## config.mk

```make
export PLATFORM = sky130hd
export DESIGN_NAME = triangle_mem_arbiter
export DESIGN_NICKNAME = d
export VERILOG_FILES = /design/src/rtl/triangle_mem_arbiter.sv
export SDC_FILE = /design/constraint.sdc
export NUM_CORES = 1
export LEC_CHECK = 0
export BUFFER_PORTS_ARGS = -buffer_cell sky130_fd_sc_hd__buf_2
export CAP_MARGIN = 0
export CORE_AREA = 2 2 273 275
export CTS_BUF_LIST = sky130_fd_sc_hd__clkbuf_4 sky130_fd_sc_hd__clkbuf_8 sky130_fd_sc_hd__clkbuf_16
export CTS_CLUSTER_SIZE = 24
export DETAILED_ROUTE_END_ITERATION = 12
export DIE_AREA = 0 0 275 277
export PLACE_DENSITY = 0.4
export SLEW_MARGIN = 25
export SYNTH_ARGS = -nofsm -noshare
export SYNTH_HDL_FRONTEND = slang
export SYNTH_SLANG_ARGS = --single-unit
```

## constraint.sdc

```tcl
create_clock -name clk -period 2.6 [get_ports clk]
set_clock_uncertainty 0.05 [all_clocks]
set_input_delay 0.13 -clock clk [delete_from_list [all_inputs] [get_ports clk]]
set_output_delay 0.13 -clock clk [all_outputs]
set_load 0.02 [all_outputs]
```

## src/rtl/triangle_mem_arbiter.sv

```systemverilog
// Round-robin arbiter sharing one triangle memory read port between NUM_CORE
// intersection cores; one read per grant, response captured and broadcast.
module triangle_mem_arbiter #(
    parameter int NUM_CORE     = 4,
    parameter int NUM_TRIANGLE = 512,
    parameter int TIMEOUT      = 64,
    localparam int BIT_TRIANGLE = $clog2(NUM_TRIANGLE)
) (
    input  logic                           clk,
    input  logic                           rst_n,
    input  logic [NUM_CORE-1:0]            req_core,
    input  logic [NUM_CORE*BIT_TRIANGLE-1:0] tid_core,
    output logic [NUM_CORE-1:0]            done_core,
    output logic                           not_valid_core,
    output logic [95:0]                    vertex0_core,
    output logic [95:0]                    vertex1_core,
    output logic [95:0]                    vertex2_core,
    output logic [31:0]                    sid_core,
    input  logic                           load_busy,
    output logic                           re_mem,
    output logic [BIT_TRIANGLE-1:0]        tid_mem,
    input  logic                           rdy_mem,
    input  logic                           not_valid_mem,
    input  logic [95:0]                    vertex0_mem,
    input  logic [95:0]                    vertex1_mem,
    input  logic [95:0]                    vertex2_mem,
    input  logic [31:0]                    sid_mem,
    output logic                           timeout_err
);

    localparam int GW = (NUM_CORE > 1) ? $clog2(NUM_CORE) : 1;
    localparam int CW = $clog2(TIMEOUT) + 1;

    typedef enum logic [1:0] {IDLE, ISSUE, WAIT, RESP} state_t;

    state_t                  state, state_nxt;
    logic [GW-1:0]           grant, rr_ptr, pick;
    logic                    pick_vld;
    logic [NUM_CORE-1:0]     req_masked, done_last;
    logic [CW-1:0]           wait_cnt;
    logic                    nv_flag;
    logic [GW:0]             scan;
    logic [BIT_TRIANGLE-1:0] tid_arr [NUM_CORE];

    for (genvar g = 0; g < NUM_CORE; g++) begin : g_tid
        assign tid_arr[g] = tid_core[g*BIT_TRIANGLE +: BIT_TRIANGLE];
    end

    // Scan downward so the requester closest at/after rr_ptr is assigned last and wins.
    always_comb begin
        pick       = '0;
        pick_vld   = 1'b0;
        scan       = '0;
        req_masked = req_core & ~done_last;
        for (int i = NUM_CORE - 1; i >= 0; i--) begin
            scan = {1'b0, rr_ptr} + (GW+1)'(i);
            if (scan >= (GW+1)'(NUM_CORE))
                scan = scan - (GW+1)'(NUM_CORE);
            if (req_masked[scan[GW-1:0]]) begin
                pick     = scan[GW-1:0];
                pick_vld = 1'b1;
            end
        end
    end

    always_comb begin
        state_nxt      = state;
        re_mem         = 1'b0;
        done_core      = '0;
        not_valid_core = 1'b0;
        case (state)
            IDLE:  if (!load_busy && pick_vld) state_nxt = ISSUE;
            ISSUE: begin
                re_mem    = 1'b1;
                state_nxt = WAIT;
            end
            WAIT:  if (not_valid_mem || rdy_mem || wait_cnt == CW'(TIMEOUT - 1))
                       state_nxt = RESP;
            RESP: begin
                done_core[grant] = 1'b1;
                not_valid_core   = nv_flag;
                state_nxt        = IDLE;
            end
            default: state_nxt = IDLE;
        endcase
    end

    always_ff @(posedge clk or negedge rst_n) begin
        if (!rst_n) begin
            state        <= IDLE;
            grant        <= '0;
            rr_ptr       <= '0;
            tid_mem      <= '0;
            wait_cnt     <= '0;
            nv_flag      <= 1'b0;
            done_last    <= '0;
            timeout_err  <= 1'b0;
            vertex0_core <= '0;
            vertex1_core <= '0;
            vertex2_core <= '0;
            sid_core     <= '0;
        end else begin
            state     <= state_nxt;
            done_last <= done_core;
            case (state)
                IDLE: if (state_nxt == ISSUE) begin
                    grant   <= pick;
                    tid_mem <= tid_arr[pick];
                end
                ISSUE: wait_cnt <= '0;
                WAIT: begin
                    if (wait_cnt != '1)
                        wait_cnt <= wait_cnt + CW'(1);
                    // not_valid takes priority over a simultaneous rdy
                    if (not_valid_mem) begin
                        nv_flag <= 1'b1;
                    end else if (rdy_mem) begin
                        vertex0_core <= vertex0_mem;
                        vertex1_core <= vertex1_mem;
                        vertex2_core <= vertex2_mem;
                        sid_core     <= sid_mem;
                        nv_flag      <= 1'b0;
                    end else if (wait_cnt == CW'(TIMEOUT - 1)) begin
                        nv_flag     <= 1'b1;
                        timeout_err <= 1'b1;
                    end
                end
                RESP: rr_ptr <= (grant == GW'(NUM_CORE - 1)) ? '0 : grant + GW'(1);
                default: ;
            endcase
        end
    end

endmodule
```

# == Word level (Yosys, flattened, before mapping) ==
# Index checks and enable logic that the tools add are counted.
# op_classes
addsub,9
n_lt_le_gt_ge,11
eq_ne,8
mux,37
n_bitwise,5
reduce_logical,13
# ops
cell,n
2-to-1 mux 2 bit,11
binary-select mux 9 bit (select 2 bit),1
2-to-1 mux 9 bit,2
"< comparator 2 x 3 -> 1 bit, second input constant",5
2-to-1 mux 1 bit,14
case mux 7 bit (2 select lines),1
"greater-or-equal comparator 3 bit, second input constant",4
binary-select mux 1 bit (select 2 bit),4
case mux 2 bit (4 select lines),1
"subtractor 2 x 1 -> 2 bit, second input constant",4
"adder 7 x 1 -> 7 bit, second input constant",1
"== test 7 x 6 -> 1 bit, second input constant",1
2-to-1 mux 7 bit,1
"!= test 7 bit, second input constant",1
"adder 2 x 2 -> 3 bit, second input constant",2
"== test 2 bit, second input constant",3
AND reduction 2 bit,3
AND 4 bit,1
"== test 2 x 1 -> 1 bit, second input constant",2
2-to-1 mux 4 bit,1
inverter 4 bit,1
AND reduction 4 bit,1
"adder 2 x 1 -> 3 bit, second input constant",1
"greater-or-equal comparator 2 x 3 -> 1 bit, second input constant",1
13 further kinds,16
# totals
ff_bits,348
input_bits,365
output_inout_bits,336

# == Logic depth before layout (Yosys ltp) ==
# logic_depth
depth_word,14
depth_mapped,7
mapped_depth_nobuf,6

# == Least setup slack after synthesis ==
# Ideal clock, no wire load.
# synth_timing
path_type,register to register
start,register state[0]
end,register vertex1_core[10]
setup_ns,0.128
t_arrival_ns,1.805
t_required_ns,2.422
setup_slack_ns,0.617
path_stages_with_launch,8
n_path_buf,2
synth_period_minus_slack_ns,1.983
path_cell_list,dfrtp_1 > inv_1 > ha_1 > inv_2 > nor3b_2 > buf_2 > buf_2 > mux2_1
# synth_between
elab_chain_len,2
# synth_rtl
item,line,rtl
from (decl),36,"state_t state, state_nxt;"
from (signal assigned),103,state <= state_nxt;
== test 2 bit,105,case (state)
AND reduction 3 bit (no line),n/a,
to (signal assigned),119,vertex1_core <= vertex1_mem;
to (decl),16,"output logic [95:0] vertex1_core,"
# Every way passes these cells.
# A chain may end at the register's enable or synchronous reset.

# == Worst setup path after layout ==
# layout_timing
start,register rr_ptr[0]
end,register tid_mem[1]
# layout_between
elab_chain_len,14
elab_cells_between_ends,40
# layout_rtl
item,line,rtl
from (decl),37,"logic [GW-1:0] grant, rr_ptr, pick;"
from (signal assigned),128,RESP: rr_ptr <= (grant == GW'(NUM_CORE - 1)) ? '0 : grant + GW'(1);
adder 2 x 2 -> 3 bit,56,"scan = {1'b0, rr_ptr} + (GW+1)'(i);"
greater-or-equal comparator 3 bit or subtractor 2 x 1 -> 2 bit (tied branches),"57, 58",
2-to-1 mux 2 bit,57,if (scan >= (GW+1)'(NUM_CORE))
binary-select mux 1 bit (select 2 bit),59,if (req_masked[scan[GW-1:0]]) begin
2-to-1 mux 1 bit (not written as such),59,
2-to-1 mux 1 bit (4 in series),59,
logical AND 1 bit,72,IDLE: if (!load_busy && pick_vld) state_nxt = ISSUE;
2-to-1 mux 2 bit,72,
case mux 2 bit (4 select lines),71,case (state)
== test 2 x 1 -> 1 bit,106,IDLE: if (state_nxt == ISSUE) begin
AND reduction 2 bit (no line),n/a,
to (signal assigned),108,tid_mem <= tid_arr[pick];
to (decl),21,"output logic [BIT_TRIANGLE-1:0] tid_mem,"
# Several ways; a longest one is shown, not always the timed one. The select of a mux whose other input is x is not followed.

==> flow_summary.toml <==
[run_status]
status = "finished clean"

[placement]
dp_hpwl_mm = 35.2
port_buffers = 700
routabilityCongestion = 0.792

[synthesis]
syn_avg_cell_area_sq_um = 16.2
synthTopCellsByArea = "dfrtp_1, mux2_1, mux2_2"
synth_compound_area_share_pct = 2.19
netlist.area_leader.share_pct = 64.5
yosys.area.top_type = "dfrtp_1"
synth_edf_count = 0
synthSimpleGateAreaFrac_pct = 2.18
syn_nets = 1209
synth_cells = 835
muxShareOfSynthArea_pct = 28.4
synthFlopType = "dfrtp_1"
synth_top_family_by_area = "multiplexers"
yosysSeqAreaShare_pct = 64.5
synth_warnings = 0
netlist_area_sq_um = 13500
synth.distinct_cells = 40
post_synth_xor_area_fraction_pct = 0.0648
async_flop_share_pct = 100
synth-seq-cells = 348
yosys.area_share.adder_pct = 0.833

[timing]
layout_min_cycle_time_ns = 2.43
rsz0062_at_grt = "false"
tns_ns = 0
hold_viol_final = 0
fmax_mhz = 411
relSlewSlack_pct = 54.4
period_share_pct = 93.6
setup_violations = 0
holdWs_ns = 0.00586
tightest_slew_ns = 0.684
slew_viol_final = 0

[finish]
diodes = 0
area_growth_syn_to_layout_pct = 73.7
drive_gt1_share_pct = 43.6
nets = 2305

[clock_tree]
cts_buffers = 43
cts-htree-levels = 2
clock_sinks = 348
cts_tree = "done"
clockBufferDepth = 3
cts_setup_buffers = 0
worstSkewPairLatency_ns = 0.55
path_clk_slew_ns = 0.06
clock_tree.root_cell = "clkbuf_16"

[drt]
drc = 0
ant_nets = 0
vias_per_cell = 3.82
vias = 11200
drtPass1Iterations = 4
wl_mm = 47.3
dr.first_iter.drc_count = 280
wl_per_cell_um = 16.1

[worst_setup_path]
endpoint_kind = "flop"
cp-start-kind = "flop"
r2r_start = "rr_ptr[0]$_DFFE_PN0P_"
endpoint = "tid_mem[1]$_DFFE_PN0P_"
regToRegEndpoint = "tid_mem[1]$_DFFE_PN0P_"
reg2reg_slack_ns = 0.17
arrival_ns = 2.79
crit_path_start = "rr_ptr[0]$_DFFE_PN0P_"
reg2reg_depth = 6
cp_max_fo = 19
critical_path_class = "flop to flop"
cp.required_ns = 2.96

[floorplanning]
start_util_pct = 18.4
die_w_um = 275
die-area_sq_um = 76200
io_pins = 701
dieHeight_um = 277
rows = 100
core_sq_um = 73600

[global_route]
grt_pass1_wl_mm = 72.0
grt_pass1_vias = 12500
track_usage_pct = 12.1
grt-ovfl-total = 0
grt_start_max_net_pins = 80
antenna_found_initial = 1

[power_and_ir_drop]
power_density_nw_per_um2 = 1150
vdd_ir_drop_max_uv = 606
p_leak_nw = 11.3

[worst_hold_path]
hold_path_class = "input pin to async pin"

[run]
maxCapViolCount = 0
[report_power, final]
part	total, mW	leakage, nW	internal [mW]	switching (mW)
logic	11.0	6.31	4.42	6.63
clock network	6.36	0.766	3.96	2.39
registers	9.47	4.18	8.12	1.36
total	26.9	11.3	16.5	10.4
[cell usage after synthesis (4+ instances only)]
library cell    n
o21ai_0         4
nor2b_1         6
a21o_1          4
and2_1          6
nand2_1        17
a21oi_1         6
o221ai_2        9
ha_1            9
mux2i_1        21
mux2_1        290
nor2_1          7
inv_1           6
mux2_2         32
buf_2          37
dfrtp_1       348
nand2b_1        4
[logic make-up after synthesis]
family / after synthesis
simple gates: 54
mux: 343
buf+inv: 48
xor+xnor: 1
compound gates: 32
flops: 348
fa+ha+maj: 9
[registers in the layout (all words and copies together), names as in the netlist]
signal and cells:
vertex0_core 96, vertex2_core 96, state 2, tid_mem 9, rr_ptr 2, grant 2
sid_core 32, done_last 4, wait_cnt 7, vertex1_core 96, timeout_err 1, nv_flag 1
[how the worst min path moves through the flow]
stage | from | endpoint | slack [ns]
after global routing | rst_n | sid_core[1]$_DFFE_PN0P_ | 0.04
after CTS | load_busy | state[0]$_DFF_PN0_ | 0.01
after global placement | rst_n | sid_core[1]$_DFFE_PN0P_ | 0.09
final | rst_n | sid_core[21]$_DFFE_PN0P_ | 0.006
after floorplan | rst_n | done_last[0]$_DFF_PN0_ | -0.22
after detailed placement | rst_n | sid_core[1]$_DFFE_PN0P_ | 0.09
[layout make-up]
cell class	instances	area [sq um]
Clock buffer	58	1250
Clock inverter	20	256
Fill cell	7509	50100
Inverter	7	26.3
Multi-Input combinational cell	439	4550
Sequential cell	348	8710
Tap cell	969	1210
Timing Repair Buffer	1092	7460
[stage by stage]
stage / util (%) / power, mW / cell area [sq um] / std cells / worst slack [ns]
CTS: 31.9 / 27.4 / 23500 / 2933 / 0.0837
floorplan: - / 15.7 / 13500 / 835 / 0.617
global route: 31.9 / 28.5 / 23500 / 2933 / 0.0428
finish: 31.9 / 26.9 / 23500 / 2933 / 0.166
detailed placement: 24.9 / 20.3 / 18400 / 2495 / 0.332
global placement: 24.9 / 20.1 / 18400 / 2495 / 0.379
[what timing repair did]
action	in CTS	in global routing
endpoints found under the setup margin	0	4
resized for setup	0	1
hold endpoints to repair	410	0
hold buffers	360	0
[worst max-delay path: stages (launching register included)]
cell           delay (ns)
dfrtp_1              0.41
or4b_4               0.55
o211ai_2             0.09
buf_6                0.26
mux2i_1              0.22
dlygate4sd3_1        0.59
o221ai_2             0.10
[metal layers]
layer / share of wire (%) / GRT usage [%]
met1: 37 / 12.9
met2: 54 / 22.8
met4: 3.0 / 4.17
met5: 0.023 / 0
met3: 5.9 / 3.01
[cell usage in the layout (no fill, tap or decap), types with 2 or more instances in the layout]
master	n
ha_1	9
o221ai_2	9
clkbuf_8	4
dfrtp_1	348
nor3b_1	3
nor2_1	7
a21oi_1	6
or3_1	2
mux2_1	290
and2_1	6
buf_4	23
clkbuf_16	45
buf_12	8
buf_2	699
o21ai_0	4
mux2_2	32
a41oi_1	2
bufinv_16	6
nor2b_1	6
dlygate4sd3_1	360
a21o_1	4
clkbuf_4	9
nor3_1	2
clkinv_2	13
inv_1	6
nand2_1	17
mux2i_1	21
nand2b_1	4
(Power assumes the default switching activity.)
